## src/rtl/vga_text_pkg.sv

```systemverilog
// Shared timing defaults, colours and glyph geometry for the VGA text renderer.
package vga_text_pkg;

    localparam int DEF_H_ACTIVE = 640;
    localparam int DEF_H_FP     = 16;
    localparam int DEF_H_SYNC   = 96;
    localparam int DEF_H_BP     = 48;
    localparam int DEF_V_ACTIVE = 480;
    localparam int DEF_V_FP     = 10;
    localparam int DEF_V_SYNC   = 2;
    localparam int DEF_V_BP     = 33;

    localparam int H_TOTAL      = DEF_H_ACTIVE + DEF_H_FP + DEF_H_SYNC + DEF_H_BP;
    localparam int V_TOTAL      = DEF_V_ACTIVE + DEF_V_FP + DEF_V_SYNC + DEF_V_BP;
    localparam int H_SYNC_START = DEF_H_ACTIVE + DEF_H_FP;
    localparam int H_SYNC_END   = H_SYNC_START + DEF_H_SYNC - 1;
    localparam int V_SYNC_START = DEF_V_ACTIVE + DEF_V_FP;
    localparam int V_SYNC_END   = V_SYNC_START + DEF_V_SYNC - 1;

    localparam logic [7:0] COLOR_WHITE = 8'hFF;
    localparam logic [7:0] COLOR_BLACK = 8'h00;

    localparam int GLYPH_W   = 8;
    localparam int GLYPH_H   = 16;
    localparam int MSG_SLOTS = 8;
    localparam int TEXT_W    = GLYPH_W * MSG_SLOTS;

    typedef struct packed {
        logic hsync;
        logic vsync;
        logic active;
    } sync_t;

    // Slot k occupies bits [3k+2:3k]; slot 0 is the leftmost character.
    function automatic logic [2:0] slotCode(input logic [3*MSG_SLOTS-1:0] msg,
                                            input logic [2:0] slot);
        logic [4:0] base;
        base = 5'(slot) * 5'd3;
        return msg[base +: 3];
    endfunction

endpackage

```

## src/rtl/vga_timing.sv

```systemverilog
// Horizontal/vertical pixel counters with sync, active-area and frame-start decode.
module vga_timing
    import vga_text_pkg::*;
#(
    parameter int H_ACTIVE = DEF_H_ACTIVE,
    parameter int H_FP     = DEF_H_FP,
    parameter int H_SYNC   = DEF_H_SYNC,
    parameter int H_BP     = DEF_H_BP,
    parameter int V_ACTIVE = DEF_V_ACTIVE,
    parameter int V_FP     = DEF_V_FP,
    parameter int V_SYNC   = DEF_V_SYNC,
    parameter int V_BP     = DEF_V_BP
) (
    input  logic       i_clk,
    input  logic       i_rst_n,
    input  logic       i_pix_en,
    output logic [9:0] o_hCnt,
    output logic [9:0] o_vCnt,
    output logic       o_hsync,
    output logic       o_vsync,
    output logic       o_active,
    output logic       o_frame_start
);

    localparam int H_LAST    = H_ACTIVE + H_FP + H_SYNC + H_BP - 1;
    localparam int V_LAST    = V_ACTIVE + V_FP + V_SYNC + V_BP - 1;
    localparam int H_SYNC_LO = H_ACTIVE + H_FP;
    localparam int H_SYNC_HI = H_SYNC_LO + H_SYNC - 1;
    localparam int V_SYNC_LO = V_ACTIVE + V_FP;
    localparam int V_SYNC_HI = V_SYNC_LO + V_SYNC - 1;

    logic [9:0] r_hCnt;
    logic [9:0] r_vCnt;
    logic       w_hWrap;
    logic       w_vWrap;

    assign w_hWrap = (r_hCnt == 10'(H_LAST));
    assign w_vWrap = (r_vCnt == 10'(V_LAST));

    always_ff @(posedge i_clk or negedge i_rst_n) begin
        if (!i_rst_n) begin
            r_hCnt <= '0;
            r_vCnt <= '0;
        end else if (i_pix_en) begin
            if (w_hWrap) begin
                r_hCnt <= '0;
                r_vCnt <= w_vWrap ? 10'd0 : r_vCnt + 10'd1;
            end else begin
                r_hCnt <= r_hCnt + 10'd1;
            end
        end
    end

    assign o_hCnt        = r_hCnt;
    assign o_vCnt        = r_vCnt;
    assign o_hsync       = !((r_hCnt >= 10'(H_SYNC_LO)) && (r_hCnt <= 10'(H_SYNC_HI)));
    assign o_vsync       = !((r_vCnt >= 10'(V_SYNC_LO)) && (r_vCnt <= 10'(V_SYNC_HI)));
    assign o_active      = (r_hCnt < 10'(H_ACTIVE)) && (r_vCnt < 10'(V_ACTIVE));
    assign o_frame_start = i_pix_en && w_hWrap && w_vWrap;

endmodule

```

## src/rtl/vga_text_renderer.sv

```systemverilog
// 8-character text line on a 640x480 VGA raster: glyph ROM addressing plus a
// two-stage pixel pipeline that keeps RGB aligned with the delayed sync outputs.
module vga_text_renderer
    import vga_text_pkg::*;
#(
    parameter int H_ACTIVE = DEF_H_ACTIVE,
    parameter int H_FP     = DEF_H_FP,
    parameter int H_SYNC   = DEF_H_SYNC,
    parameter int H_BP     = DEF_H_BP,
    parameter int V_ACTIVE = DEF_V_ACTIVE,
    parameter int V_FP     = DEF_V_FP,
    parameter int V_SYNC   = DEF_V_SYNC,
    parameter int V_BP     = DEF_V_BP,
    parameter int TEXT_X0  = 256,
    parameter int TEXT_Y0  = 224,
    parameter logic [7:0] FG_COLOR = COLOR_WHITE,
    parameter logic [7:0] BG_COLOR = COLOR_BLACK
) (
    input  logic        i_clk,
    input  logic        i_rst_n,
    input  logic        i_pix_en,
    input  logic [23:0] i_msg,
    output logic [2:0]  o_direccion,
    output logic [3:0]  o_rom,
    input  logic [7:0]  i_rom_data,
    output logic        o_hsync,
    output logic        o_vsync,
    output logic        o_video_on,
    output logic [7:0]  o_rgb,
    output logic        o_frame_start
);

    logic [9:0] w_hCnt;
    logic [9:0] w_vCnt;
    logic       w_hsync;
    logic       w_vsync;
    logic       w_active;
    logic       w_frameStart;

    vga_timing #(
        .H_ACTIVE (H_ACTIVE),
        .H_FP     (H_FP),
        .H_SYNC   (H_SYNC),
        .H_BP     (H_BP),
        .V_ACTIVE (V_ACTIVE),
        .V_FP     (V_FP),
        .V_SYNC   (V_SYNC),
        .V_BP     (V_BP)
    ) u_timing (
        .i_clk         (i_clk),
        .i_rst_n       (i_rst_n),
        .i_pix_en      (i_pix_en),
        .o_hCnt        (w_hCnt),
        .o_vCnt        (w_vCnt),
        .o_hsync       (w_hsync),
        .o_vsync       (w_vsync),
        .o_active      (w_active),
        .o_frame_start (w_frameStart)
    );

    // The message is only sampled at the frame wrap so a frame never shows two messages.
    logic [23:0] r_msgQ;

    always_ff @(posedge i_clk or negedge i_rst_n) begin
        if (!i_rst_n) begin
            r_msgQ <= '0;
        end else if (w_frameStart) begin
            r_msgQ <= i_msg;
        end
    end

    // Offsets are garbage outside the window; they are only consumed when w_inWin is set.
    logic [5:0] w_hOff;
    logic [3:0] w_vOff;
    logic       w_inWin;
    logic [2:0] w_dirNext;
    logic [3:0] w_romNext;

    assign w_hOff  = 6'(w_hCnt - 10'(TEXT_X0));
    assign w_vOff  = 4'(w_vCnt - 10'(TEXT_Y0));
    assign w_inWin = (w_hCnt >= 10'(TEXT_X0)) && (w_hCnt < 10'(TEXT_X0 + TEXT_W)) &&
                     (w_vCnt >= 10'(TEXT_Y0)) && (w_vCnt < 10'(TEXT_Y0 + GLYPH_H));

    always_comb begin
        w_dirNext = 3'd0;
        w_romNext = 4'd0;
        if (w_inWin) begin
            w_dirNext = slotCode(r_msgQ, w_hOff[5:3]);
            w_romNext = w_vOff;
        end
    end

    logic [2:0] r_dir;
    logic [3:0] r_rom;
    logic [2:0] r_col;
    logic       r_inWin;
    sync_t      r_syncS1;

    always_ff @(posedge i_clk or negedge i_rst_n) begin
        if (!i_rst_n) begin
            r_dir    <= '0;
            r_rom    <= '0;
            r_col    <= '0;
            r_inWin  <= 1'b0;
            r_syncS1 <= '{hsync: 1'b1, vsync: 1'b1, active: 1'b0};
        end else if (i_pix_en) begin
            r_dir    <= w_dirNext;
            r_rom    <= w_romNext;
            r_col    <= w_inWin ? w_hOff[2:0] : 3'd0;
            r_inWin  <= w_inWin;
            r_syncS1 <= '{hsync: w_hsync, vsync: w_vsync, active: w_active};
        end
    end

    // The ROM answers combinationally, so its row data lines up with stage-1 state.
    logic       w_pixBit;
    logic [7:0] w_rgbNext;

    assign w_pixBit = i_rom_data[3'd7 - r_col];

    always_comb begin
        w_rgbNext = 8'h00;
        if (r_syncS1.active) begin
            w_rgbNext = (r_inWin && w_pixBit) ? FG_COLOR : BG_COLOR;
        end
    end

    logic [7:0] r_rgb;
    logic       r_hsync;
    logic       r_vsync;
    logic       r_videoOn;

    always_ff @(posedge i_clk or negedge i_rst_n) begin
        if (!i_rst_n) begin
            r_rgb     <= '0;
            r_hsync   <= 1'b1;
            r_vsync   <= 1'b1;
            r_videoOn <= 1'b0;
        end else if (i_pix_en) begin
            r_rgb     <= w_rgbNext;
            r_hsync   <= r_syncS1.hsync;
            r_vsync   <= r_syncS1.vsync;
            r_videoOn <= r_syncS1.active;
        end
    end

    assign o_direccion   = r_dir;
    assign o_rom         = r_rom;
    assign o_hsync       = r_hsync;
    assign o_vsync       = r_vsync;
    assign o_video_on    = r_videoOn;
    assign o_rgb         = r_rgb;
    assign o_frame_start = w_frameStart;

endmodule

```

## config.mk

```make
export PLATFORM = sky130hd
export DESIGN_NAME = vga_text_renderer
export DESIGN_NICKNAME = d
export VERILOG_FILES = /design/src/rtl/vga_text_pkg.sv /design/src/rtl/vga_timing.sv /design/src/rtl/vga_text_renderer.sv
export SDC_FILE = /design/constraint.sdc
export NUM_CORES = 1
export LEC_CHECK = 0
export CAP_MARGIN = 20
export CORE_MARGIN = 3
export CORE_UTILIZATION = 55
export CTS_CLUSTER_DIAMETER = 60
export CTS_CLUSTER_SIZE = 10
export DETAILED_ROUTE_END_ITERATION = 8
export DONT_BUFFER_PORTS = 1
export PLACE_DENSITY_LB_ADDON = 0.12
export RECOVER_POWER = 50
export SLEW_MARGIN = 20
export SYNTH_ARGS = -nofsm -noshare
export SYNTH_HDL_FRONTEND = slang
export SYNTH_HIERARCHICAL = 1
export SYNTH_SLANG_ARGS = --single-unit
```

## constraint.sdc

```tcl
create_clock -name i_clk -period 3.9 [get_ports i_clk]
set_input_delay 0.585 -clock i_clk [delete_from_list [all_inputs] [get_ports i_clk]]
set_output_delay 0.585 -clock i_clk [all_outputs]
set_load 0.01 [all_outputs]
```

### Yosys cells after proc, flatten, opt, wreduce, memory -nomap -nowiden

Cells that the tools add are included.

* $add $sub $neg: 5
* $mul: 1
* div/mod/pow operators: 0
* magnitude comparators: 11
* eq/ne operators: 2
* shift operators: 1
* multiplexer cells: 9
* bitwise gates (word level): 0
* reductions and logical operators: 12

Operator list (count)
* 24-bit by 6-bit variable part select with 3-bit output: 1
* 10-bit by 1-bit adder with 10-bit output (second input constant): 2
* 10-bit equality test (second input constant): 2
* 10-bit by 9-bit >= comparator with 1-bit output (second input constant): 2
* 10-bit by 9-bit < comparator with 1-bit output (second input constant): 2
* 10-bit two-way mux: 2
* 8-bit two-way mux: 2
* 10-bit >= comparator (second input constant): 1
* 10-bit by 8-bit >= comparator with 1-bit output (second input constant): 1
* 10-bit less-or-equal comparator (second input constant): 1
* 10-bit by 9-bit less-or-equal comparator with 1-bit output (second input constant): 1
* 10-bit < comparator (second input constant): 1
* 10-bit by 8-bit < comparator with 1-bit output (second input constant): 1
* 1-bit logical AND: 9
* 3-bit two-way mux: 2
* 6-bit by 1-bit subtractor with 6-bit output (second input constant): 1
* 3-bit by 2-bit multiplier with 5-bit output (second input constant): 1
* 3-bit by 4-bit < comparator with 1-bit output (second input constant): 1
* 4-bit two-way mux: 1
* 4-bit by 1-bit subtractor with 4-bit output (second input constant): 1
* 1-bit binary-select mux with 3-bit select: 1
* 3-bit subtractor (first input constant): 1
* 1-bit logical NOT: 2
* 2-bit AND reduction: 1
* 1-bit two-way mux: 1

* flip-flop bits (word level): 69
* latch bits: 0
* bits in writable memories: 0
* memory bits (read-only): 0
* output and inout bits: 19
* word-level logic and storage cells: 55
* memories kept: 0

### Depth between registers and ports, before layout

* word-level depth: 6
* depth in mapped cells: 8
* mapped depth without buffers: 6

### Hierarchy

Netlist, hierarchy kept.

Modules (own cells, without submodules)
* vga_text_renderer: times used 1, cells an instance 122, area an instance 1898.1 sq um
* vga_timing: times used 1, cells an instance 111, area an instance 1102.3 sq um

### Worst setup path after synthesis

No wires, ideal clock.

* kind: reg2reg
* start: register u_timing.r_hCnt[0] (netlist: u_timing/o_hCnt[0])
* end: register r_msgQ[10]
* library setup time: 125 ps
* arrival: 2402 ps
* setup slack: 1373 ps
* cell stages (with the launch flop): 8
* buffers on the path: 2
* clock period less this slack: 2527 ps
* cells stage by stage: dfrtp_1 > ha_1 > nand4_4 > or4_4 > nor2_1 > clkbuf_1 > buf_2 > mux2_2

* longest elaborated chain between the ends: 3

RTL lines
* from (decl): line vga_timing.sv:32 `logic [9:0] r_hCnt;`
* from (signal assigned): line vga_timing.sv:49 `r_hCnt <= r_hCnt + 10'd1;`
* 10-bit equality test: line vga_timing.sv:37 `assign w_hWrap = (r_hCnt == 10'(H_LAST));`
* 1-bit logical AND (2 in series): line vga_timing.sv:59 `assign o_frame_start = i_pix_en && w_hWrap && w_vWrap;`
* net o_frame_start: line vga_text_renderer.sv:30 `output logic o_frame_start`
* to (signal assigned): line vga_text_renderer.sv:68 `r_msgQ <= i_msg;`
* to (decl): line vga_text_renderer.sv:62 `logic [23:0] r_msgQ;`

The timed path passes the listed nets, and every way through them passes these cells.
A chain may end at the register's enable or synchronous reset.

### Worst setup path after layout

* start: register u_timing.r_hCnt[3] (netlist: u_timing/o_hCnt[3])
* end: output port o_frame_start

* longest elaborated chain between the ends: 3

RTL lines (line)
* 10-bit equality test: vga_timing.sv:37
* 1-bit logical AND (2 in series): vga_timing.sv:59
* to (decl): vga_text_renderer.sv:30

Every way passes these cells.

==> impl_metrics.ini <==
[status]
run_status = finished clean

[place]
finalWeightedCongestion = 0.876
port-buffer-count = 0
placement.cell_area_mm2 = 0.00299
dp_hpwl_mm = 4.04

[pwr]
power.total_mw = 1.40
pwr-share-comb_pct = 7.9
power_switching_share_pct = 25.8
p_seq_share_pct = 53.1
share_clk_of_total_power_pct = 39.0
static-leakage-power_nw = 1.46
power-per-cell-area_mw_per_mm2 = 438
intPower_mw = 1.04
vdd.ir_drop.worst_uv = 266
total_switching_power_uw = 362

[synth]
main_combinational_cell_family_by_area_after_synthesis = multiplexers
synthesized_area_fraction_occupied_by_adder_cells_pct = 2.09
dominant_register_cell_in_the_synthesized_netlist = sky130_fd_sc_hd__dfrtp_1
synth.area.top_cells = sky130_fd_sc_hd__dfrtp_1 (48%), sky130_fd_sc_hd__mux2_2 (12%), sky130_fd_sc_hd__mux4_1 (5.3%)
post_synth_and_or_nand_nor_area_fraction_pct = 12.1
synth.area.mux_share_pct = 19.0
share_of_the_synthesized_area_in_compound_gates_ao_oa_aoi_oai_pct = 6.09
synth_area_per_cell_um2 = 12.9
yosys.cell_types.count = 39
post-synth-top-count-cell = sky130_fd_sc_hd__dfrtp_1
netlist_top_cells_count = sky130_fd_sc_hd__dfrtp_1 (58), sky130_fd_sc_hd__mux2_2 (31), sky130_fd_sc_hd__nor2_1 (13)
synthesis.area_mm2 = 0.00300
synth-seq-area-share_pct = 51.9
netlist_instances = 233
number_of_enable_type_register_cells_in_the_synthesized_netlist = 0
postSynthRegisterBits = 62
yosys_warnings = 6
post-synth-top-area-fraction_pct = 48.4
post_synth_xor_area_fraction_pct = 4.09
postSynthNetCount = 273
yosys.area.top_type = sky130_fd_sc_hd__dfrtp_1
async_flop_share_pct = 100

[critical_path]
timing.critical_path.required_ps = 3310
worstSetupEndpointType = output pin
crit_arrival_ps = 2440
reg2reg_setup_slack_ps = 1290
r2r-start = u_timing/o_hCnt[3]$_DFFE_PN0P_
timing.critical_path.from_type = flip-flop
path_max_fanout = 29
r2r.worst_path.cells = 5
worst_flop_to_flop_path_endpoint = r_msgQ[13]$_DFFE_PN0P_
worstSetupPathType = reg -> out

[detailed_routing]
drt_iter0_drc = 112
route.final.wire_length_mm = 5.92
dr.pass1.iters = 4
routed_wire_length_per_instance_um = 19.4
drt.antenna.violating_nets = 0
num_vias = 1846
drc_errors = 0
number_of_vias_per_cell = 6.05

[floorplan]
ios = 54
die_height_um = 79.9
die_wd_um = 79.9
design.core.area_mm2 = 0.00520
die_area_mm2 = 0.00638
initial_utilization_pct = 57.6
std_cell_rows = 26

[timing]
max-slew-margin-rel_pct = 49.2
timing.fmax_mhz = 330
slew_violations = 0
fin_worst_skew_ps = 9.44
timing.final.hold_violations = 0
rsz0062_at_grt = false
min_period_ps = 3030
final_min_period_over_clock_period_pct = 77.6
tightest_slew_ps = 756
fin_tns_setup_ps = 0
finalSetupViolCount = 0

[worst_hold_path]
worst_hold_path_type = in -> async

[clock_tree]
tritoncts.num_buffers = 9
clock_tree_buffer_depth = 2
clk_root_buffer_cell = sky130_fd_sc_hd__clkbuf_8
ctsHtreeMaxLevel = 3
clk-insertion-delay-late_ps = 340
worst_setup_hold_path_clk_slew_ps = 60
post_cts.repair.setup_buffers = 0
clkSinkCount = 62
cts_tree = done

[final_layout]
fillCellCount = 422
final_design_area_no_fill_mm2 = 0.00320
area.growth.synth_to_final_pct = 6.80
final_net_count = 270
antenna_cells_inserted = 0
final_core_utilization_pct = 61.6
drive_gt1_share_pct = 23.0

[global_route]
global_route_wire_length_before_repair_mm = 9.78
via_count_of_the_first_global_routing_pass = 1969
grt_usage_pct = 20.3
antenna_found_initial = 0
grt_max_degree = 59
globalRoute.totalOverflow = 0

[job]
max-cap-violations = 0
-- worst max-delay path: stages (launching register included) --
cell,delay (ps)
sky130_fd_sc_hd__dfrtp_1,630
sky130_fd_sc_hd__nand4_1,390
sky130_fd_sc_hd__or4_4,630
sky130_fd_sc_hd__nor2_2,100
sky130_fd_sc_hd__buf_4,340
-- flip-flops by register name (all words and copies together) (netlist names) --
register         count
o_direccion          3
o_hsync              1
o_rgb                1
o_rom                4
o_video_on           1
o_vsync              1
r_col                3
r_inWin              1
r_msgQ              24
r_syncS1             3
u_timing/o_hCnt     10
u_timing/o_vCnt     10
-- routing by layer --
layer | share of wire, % | up-vias | GRT usage [%]
met5 | 0 | - | 0
met4 | 2.5 | 0 | 9.46
met3 | 6.5 | 13 | 6.09
met2 | 49 | 65 | 31.5
met1 | 42 | 927 | 26.2
li1 | - | 841 | -
-- final cells by class --
class,count,area (um^2),share of cell area (%)
clock inverters,4,47.5,1.48
flip-flops and latches,62,1560,48.6
repair buffers,2,35.0,1.09
well taps,70,87.6,2.73
inverters,10,37.5,1.17
clock buffers,12,145,4.53
multi-input cells,145,1290,40.4
-- through the flow --
| step | setup WS [ps] | cells | hold WS (ps) |
|---|---|---|---|
| 4_1_cts | 1040 | 305 | 74.0 |
| 6_report | 872 | 305 | 89.9 |
| 2_1_floorplan | 1370 | 233 | 289 |
| 5_1_grt | 707 | 305 | 73.2 |
| 3_5_place_dp | 1410 | 288 | 291 |
| 3_3_place_gp | 1480 | 288 | 291 |
-- worst max path at each step --
stage | start | end | slack (ps) | depth (start not counted)
floorplan | u_timing/o_hCnt[0]$_DFFE_PN0P_ | r_msgQ[10]$_DFFE_PN0P_ | 1370 | 7
global placement | u_timing/o_hCnt[3]$_DFFE_PN0P_ | o_frame_start | 1480 | 4
detailed placement | u_timing/o_hCnt[3]$_DFFE_PN0P_ | o_frame_start | 1410 | 4
CTS | u_timing/o_hCnt[3]$_DFFE_PN0P_ | o_frame_start | 1040 | 4
global route | u_timing/o_hCnt[3]$_DFFE_PN0P_ | o_frame_start | 710 | 4
finish | u_timing/o_hCnt[3]$_DFFE_PN0P_ | o_frame_start | 870 | 4
-- layout by cell type (no fill, tap or decap), types with 2 or more instances in the layout --
cell,instances
sky130_fd_sc_hd__a22o_1,7
sky130_fd_sc_hd__a21oi_1,2
sky130_fd_sc_hd__dfstp_2,2
sky130_fd_sc_hd__and3_1,5
sky130_fd_sc_hd__dfstp_1,2
sky130_fd_sc_hd__nand2_1,7
sky130_fd_sc_hd__clkbuf_8,10
sky130_fd_sc_hd__nand4_1,6
sky130_fd_sc_hd__dfrtp_1,58
sky130_fd_sc_hd__o21ai_0,5
sky130_fd_sc_hd__o2bb2ai_1,3
sky130_fd_sc_hd__clkbuf_1,2
sky130_fd_sc_hd__xnor2_1,10
sky130_fd_sc_hd__a21o_1,2
sky130_fd_sc_hd__nor3b_1,2
sky130_fd_sc_hd__nor3_1,2
sky130_fd_sc_hd__xor2_1,4
sky130_fd_sc_hd__o22ai_1,2
sky130_fd_sc_hd__ha_1,5
sky130_fd_sc_hd__nand3_1,8
sky130_fd_sc_hd__nor4bb_1,3
sky130_fd_sc_hd__mux2_2,31
sky130_fd_sc_hd__mux2i_1,4
sky130_fd_sc_hd__nor4_1,5
sky130_fd_sc_hd__mux4_1,6
sky130_fd_sc_hd__inv_1,10
sky130_fd_sc_hd__clkinv_2,2
sky130_fd_sc_hd__nand2b_1,2
sky130_fd_sc_hd__nor2_1,12
sky130_fd_sc_hd__o31ai_1,2
-- cells by family (layout without fill, tap and decap cells) --
family | Yosys count | count (layout)
buffers and inverters | 26 | 28
DFF | 62 | 62
xor gates and xnor gates | 14 | 14
AOI/OAI and AO/OA | 25 | 25
adders and majority gates | 5 | 5
and+or+nand+nor | 59 | 59
muxes | 42 | 42
-- power by group through the flow --
stage | Clock (mW) | Sequential (mW) | Combinational [mW]
finish | 0.547 | 0.745 | 0.112
floorplan | 0 | 0.720 | 0.121
CTS | 0.562 | 0.749 | 0.113
global placement | 0 | 0.757 | 0.0941
detailed placement | 0 | 0.761 | 0.0963
global route | 0.587 | 0.751 | 0.124
-- what timing repair did --
| action | 4_1_cts | 5_1_grt |
|---|---|---|
| hold buffers | 1 | 0 |
| gates resized for setup | 0 | 0 |
| hold endpoints to repair | 58 | 0 |
Note: power is estimated with default switching activity, not from simulation.
